**src/rtl/mips_mult_pkg.sv**
```systemverilog
// Shared encodings and constants for the sequential MIPS multiplier.
// Defines the FSM state type and the operand magnitude helper.
package mips_mult_pkg;

  localparam int MULT_WIDTH = 32;
  localparam int MULT_CNT_W = 6;

  typedef enum logic [1:0] {
    ST_IDLE = 2'd0,
    ST_RUN  = 2'd1,
    ST_FIX  = 2'd2,
    ST_DONE = 2'd3
  } state_t;

  // Two's complement magnitude; 0x80000000 maps to itself and is read as unsigned.
  function automatic logic [MULT_WIDTH-1:0] mag(input logic [MULT_WIDTH-1:0] v);
    logic [MULT_WIDTH-1:0] r;
    if (v[MULT_WIDTH-1]) begin
      r = ~v + 32'd1;
    end else begin
      r = v;
    end
    return r;
  endfunction

endpackage

```
**src/rtl/LAC_32bit.sv**
```systemverilog
// 32-bit carry-lookahead adder: eight 4-bit lookahead groups chained on group G/P.
module LAC_32bit (
  input  logic [31:0] a,
  input  logic [31:0] b,
  input  logic        cin,
  output logic [31:0] sum,
  output logic        cout
);

  logic [31:0] g_s;
  logic [31:0] p_s;
  logic [32:0] c_s;
  logic [7:0]  gg_s;
  logic [7:0]  gp_s;

  assign g_s = a & b;
  assign p_s = a ^ b;

  // Per-group lookahead carries, with the group carry-out feeding the next group.
  always_comb begin
    c_s    = '0;
    gg_s   = '0;
    gp_s   = '0;
    c_s[0] = cin;
    for (int grp = 0; grp < 8; grp++) begin
      c_s[4*grp+1] = g_s[4*grp] | (p_s[4*grp] & c_s[4*grp]);
      c_s[4*grp+2] = g_s[4*grp+1] | (p_s[4*grp+1] & g_s[4*grp])
                   | (p_s[4*grp+1] & p_s[4*grp] & c_s[4*grp]);
      c_s[4*grp+3] = g_s[4*grp+2] | (p_s[4*grp+2] & g_s[4*grp+1])
                   | (p_s[4*grp+2] & p_s[4*grp+1] & g_s[4*grp])
                   | (p_s[4*grp+2] & p_s[4*grp+1] & p_s[4*grp] & c_s[4*grp]);
      gg_s[grp]    = g_s[4*grp+3] | (p_s[4*grp+3] & g_s[4*grp+2])
                   | (p_s[4*grp+3] & p_s[4*grp+2] & g_s[4*grp+1])
                   | (p_s[4*grp+3] & p_s[4*grp+2] & p_s[4*grp+1] & g_s[4*grp]);
      gp_s[grp]    = &p_s[4*grp +: 4];
      c_s[4*grp+4] = gg_s[grp] | (gp_s[grp] & c_s[4*grp]);
    end
  end

  assign sum  = p_s ^ c_s[31:0];
  assign cout = c_s[32];

endmodule

```
**src/rtl/mult_seq_32bit.sv**
```systemverilog
// Shift-and-add multiplier producing {hi, lo}; one operand bit per cycle through LAC_32bit.
// Define MULT_SIGNED_EN to add the signed_op port and the FIX (result negation) state.
module mult_seq_32bit
  import mips_mult_pkg::*;
#(
  parameter int WIDTH = MULT_WIDTH,
  parameter int CNT_W = MULT_CNT_W
) (
  input  logic             clk,
  input  logic             rst,
  input  logic             start,
  input  logic [WIDTH-1:0] a,
  input  logic [WIDTH-1:0] b,
`ifdef MULT_SIGNED_EN
  input  logic             signed_op,
`endif
  output logic             busy,
  output logic             done,
  output logic [WIDTH-1:0] hi,
  output logic [WIDTH-1:0] lo
);

  state_t           state_r;
  logic [WIDTH-1:0] mcand_r;
  logic [CNT_W-1:0] count_r;
  logic [WIDTH-1:0] addend_s;
  logic [WIDTH-1:0] sum_s;
  logic             cout_s;
`ifdef MULT_SIGNED_EN
  logic             fix_r;
  logic             neg_r;
`endif

  // Gating the addend (rather than muxing the sum) keeps cout at 0 when lo[0]=0.
  always_comb begin
    addend_s = '0;
    if (lo[0]) begin
      addend_s = mcand_r;
    end else begin
      addend_s = '0;
    end
  end

  LAC_32bit u_lac (
    .a    (hi),
    .b    (addend_s),
    .cin  (1'b0),
    .sum  (sum_s),
    .cout (cout_s)
  );

  // Control FSM and datapath registers.
  always_ff @(posedge clk) begin
    if (rst) begin
      state_r <= ST_IDLE;
      busy    <= 1'b0;
      done    <= 1'b0;
      hi      <= '0;
      lo      <= '0;
      count_r <= '0;
      mcand_r <= '0;
`ifdef MULT_SIGNED_EN
      fix_r   <= 1'b0;
      neg_r   <= 1'b0;
`endif
    end else begin
      case (state_r)
        ST_IDLE: begin
          done <= 1'b0;
          if (start) begin
`ifdef MULT_SIGNED_EN
            if (signed_op) begin
              mcand_r <= mag(a);
              lo      <= mag(b);
              neg_r   <= a[WIDTH-1] ^ b[WIDTH-1];
            end else begin
              mcand_r <= a;
              lo      <= b;
              neg_r   <= 1'b0;
            end
            fix_r   <= signed_op;
`else
            mcand_r <= a;
            lo      <= b;
`endif
            hi      <= '0;
            count_r <= '0;
            busy    <= 1'b1;
            state_r <= ST_RUN;
          end
        end
        ST_RUN: begin
          {hi, lo} <= {cout_s, sum_s, lo[WIDTH-1:1]};
          count_r  <= count_r + CNT_W'(1);
          if (count_r == CNT_W'(WIDTH - 1)) begin
`ifdef MULT_SIGNED_EN
            if (fix_r) begin
              state_r <= ST_FIX;
            end else begin
              busy    <= 1'b0;
              done    <= 1'b1;
              state_r <= ST_DONE;
            end
`else
            busy    <= 1'b0;
            done    <= 1'b1;
            state_r <= ST_DONE;
`endif
          end
        end
`ifdef MULT_SIGNED_EN
        ST_FIX: begin
          // Local 64-bit negate; the shared adder is not reused here.
          if (neg_r) begin
            {hi, lo} <= ~{hi, lo} + (2*WIDTH)'(1);
          end
          busy    <= 1'b0;
          done    <= 1'b1;
          state_r <= ST_DONE;
        end
`endif
        ST_DONE: begin
          done    <= 1'b0;
          state_r <= ST_IDLE;
        end
        default: begin
          busy    <= 1'b0;
          done    <= 1'b0;
          state_r <= ST_IDLE;
        end
      endcase
    end
  end

endmodule
```
**config.mk**
```make
export PLATFORM = sky130hd
export DESIGN_NAME = mult_seq_32bit
export DESIGN_NICKNAME = d
export VERILOG_FILES = /design/src/rtl/mips_mult_pkg.sv /design/src/rtl/LAC_32bit.sv /design/src/rtl/mult_seq_32bit.sv
export SDC_FILE = /design/constraint.sdc
export NUM_CORES = 1
export LEC_CHECK = 0
export ABC_AREA = 1
export BUFFER_PORTS_ARGS = -buffer_cell sky130_fd_sc_hd__buf_2
export CAP_MARGIN = 20
export CELL_PAD_IN_SITES_DETAIL_PLACEMENT = 1
export CELL_PAD_IN_SITES_GLOBAL_PLACEMENT = 1
export CORE_MARGIN = 2
export CORE_UTILIZATION = 42
export CTS_CLUSTER_DIAMETER = 120
export CTS_CLUSTER_SIZE = 30
export DETAILED_ROUTE_END_ITERATION = 8
export HOLD_SLACK_MARGIN = 0.12
export PLACE_DENSITY = 0.9
export SYNTH_ARGS = -nofsm -noshare
export SYNTH_HDL_FRONTEND = slang
export SYNTH_HIERARCHICAL = 1
export SYNTH_SLANG_ARGS = --single-unit
```
**constraint.sdc**
```tcl
create_clock -name clk -period 6.11 [get_ports clk]
set_clock_uncertainty 0.15 [all_clocks]
set_input_delay 0.9165 -clock clk [delete_from_list [all_inputs] [get_ports clk]]
set_output_delay 0.9165 -clock clk [all_outputs]
set_load 0.05 [all_outputs]
```
==> results.cfg <==
[clock_network]
clkSlewWorstSetupHoldPaths_ps = 70
cts_root_buf = clkbuf_16
cts_tree = built
post_cts_resized = 0
clockBufferDepth = 2
htreeDepth = 3
clock_sinks = 106
numCtsBuffers = 9
cts_setup_buffers = 0
clk_latency_ps = 360
ctsHoldBuffers = 0

[floorplan]
dieHeight_um = 121
rows = 42
core_sq_um = 13300
ios = 133
die_x_um = 121
start_util_pct = 43.3
die-area_sq_um = 14700

[critical_path]
rr_startpoint = lo[0]$_SDFFE_PP0P_
arrival_ps = 3660
slowest_stage = dfxtp_1
crit_buf_inv = 2
critPathMaxStageDelay_ps = 520
crit_required_ps = 6240
worstSetupPathType = reg -> reg
r2r_setup_slack_ps = 2580
reg2reg_to = hi[28]$_SDFFE_PP0P_
critPathCaptureType = flip-flop
cp_common_cell = nand2_4
cp_max_fo = 26
worst_r2r_path_depth = 18
path_cells = buf_4, nand2_1, inv_1, ha_1, a21oi_1, nor2_1, a211oi_1, nand2_4, nand2_4, nand2_4, nand2_4, nand2_4, nand2_4, nand2_4, fa_1, xor2_1, nand2_1, a21oi_1
cp-start-kind = flip-flop
crit_cells = 18
crit_family = simple AND/OR/NAND/NOR gates

[cells_and_area]
syn2layout_area_growth_pct = 17.2
fin_nets = 1018
drive_gt1_share_pct = 20.0
num_antenna_cells = 0
fill_cells = 1762
area.sequential_sq_um = 2120
fin_cells = 1091
multi_input_area_sq_um = 3070
utilization_pct = 50.7

[synthesis]
syn_inst = 804
synth_area_leaders = dfxtp_1, nand2_1, a21oi_1
netlist.area_leader.share_pct = 36.7
synth_most_common_cell = nand2_1
synth.ff_latch_count = 106
yosysSeqAreaShare_pct = 36.7
async_flop_share_pct = 0
synth_top_area_cell = dfxtp_1
syn_area_per_cell_sq_um = 7.18
ys.flop_type = dfxtp_1
yosys-top-cells-count = nand2_1, dfxtp_1, inv_1
ys_warn_count = 6
synth_edf_count = 0
yosysUniqueCellTypes = 33
syn_area_sq_um = 5770

[global_routing]
grt_pass1_vias = 5528
overflow = 0
antenna_found_initial = 0
grt_pass1_wl_mm = 26.3
grt.total_usage_pct = 22.4
grt_max_degree = 69

[timing]
max-slew-margin-rel_pct = 28.4
period_share_pct = 57.7
fmax_mhz = 284
setup_viol = 0
hold_viol_final = 0
rsz0062_at_grt = false
setup-tns-final_ps = 0
min_period_ps = 3530
finalMaxSlewViolations = 0
hold_ws_ps = 319
worstMarginPinSlew_ps = 1070

[pwr]
p_switching_mw = 0.500
p_int_mw = 1.12
pwr-share-seq_pct = 46.5
leakagePower_nw = 3.57
p_clk_share_pct = 35.6
p_per_area_nw_per_um2 = 240
irDropWorstVdd_mv = 0.141
swShare_pct = 30.8
combPwrFrac_pct = 17.8

[placed_design]
dp.cells = 1075
place_congestion = 0.768
dp_hpwl_mm = 10.9
io_buffers = 132

[drt]
vias = 5436
viasPerCell = 4.98
drt_pre_antenna_iters = 4
wirelength_mm = 16.0
drt_iter0_drc = 347
post-route-drc-count = 0
drtAntennaViolNets = 0
wl_per_cell_um = 14.7

[min_path]
min_path_cells = 2
hold_path_class = reg -> reg
hold_end = lo[2]$_SDFFE_PP0P_
hp-start = lo[2]$_SDFFE_PP0P_

[outcome]
status = finished, final reports clean

[run]
drv_cap = 0
routing by layer:
metal	track usage (%)	vias to the layer above	share of wire [%]
li1	-	2753	-
met1	27.3	2565	45
met2	39.3	103	49
met3	4.61	15	4.7
met4	7.40	0	1.3
met5	0	-	0
layout make-up:
cell class	count	share of cell area, %
Multi-Input combinational cell	564	45.4
Sequential cell	106	31.4
Timing Repair Buffer	137	10.6
Inverter	92	5.10
Clock buffer	13	3.99
Tap cell	176	3.25
Clock inverter	3	0.333
stage by stage:
step	power, mW	instance area, sq um	setup WS [ps]
finish	1.62	6770	2580
detailed placement	1.06	6470	2620
floorplan	0.983	5780	2660
global route	1.70	6770	2340
global placement	1.05	6450	2810
CTS	1.64	6770	2580
registers in the layout, indices dropped and copies added (netlist names):
name / count
busy: 1
count_r: 6
done: 1
hi: 32
lo: 32
mcand_r: 32
state_r: 2
cells in the final DEF (no fill, tap or decap), types with 4 or more instances in the layout:
cell         n
nand2_2     10
dfxtp_1    106
nand3_1     14
fa_1         8
ha_1        33
buf_2      132
nand2_1    182
nor2_1      81
inv_1       88
o21ai_1     34
nand2_4     10
buf_4        4
a21oi_1     87
clkbuf_16    9
xnor2_1      6
xor2_1      15
o21ai_0     68
cells by family after synthesis:
group                    synth area share, %
AND/OR/NAND/NOR                         21.9
AO/OA/AOI/OAI                           17.9
buffers and inverters                   10.3
flip-flops                              36.7
adder cells (fa/ha/maj)                 9.92
XOR/XNOR                                3.19
other                                 0.0649
power groups by stage:
stage | Clock [mW] | Combinational (mW) | Sequential [mW]
4_1_cts | 0.587 | 0.294 | 0.756
2_1_floorplan | 0 | 0.142 | 0.841
3_3_place_gp | 0 | 0.280 | 0.769
6_report | 0.579 | 0.290 | 0.756
5_1_grt | 0.614 | 0.321 | 0.760
3_5_place_dp | 0 | 0.291 | 0.771
worst min-delay path: cells and delay by family (launching register included):
kind / cells / cell delay [ps]
flip-flops: 1 / 310
buffers and inverters: 1 / 60
AO/OA/AOI/OAI: 1 / 50
worst max-delay path by stage:
stage / to / slack [ps] / startpoint
floorplan: hi[28]$_SDFFE_PP0P_ / 2660 / lo[0]$_SDFFE_PP0P_
global placement: hi[28]$_SDFFE_PP0P_ / 2810 / lo[0]$_SDFFE_PP0P_
detailed placement: hi[28]$_SDFFE_PP0P_ / 2620 / lo[0]$_SDFFE_PP0P_
CTS: hi[28]$_SDFFE_PP0P_ / 2580 / lo[0]$_SDFFE_PP0P_
global route: hi[28]$_SDFFE_PP0P_ / 2340 / lo[0]$_SDFFE_PP0P_
finish: hi[28]$_SDFFE_PP0P_ / 2580 / lo[0]$_SDFFE_PP0P_
(Power assumes the default switching activity.)
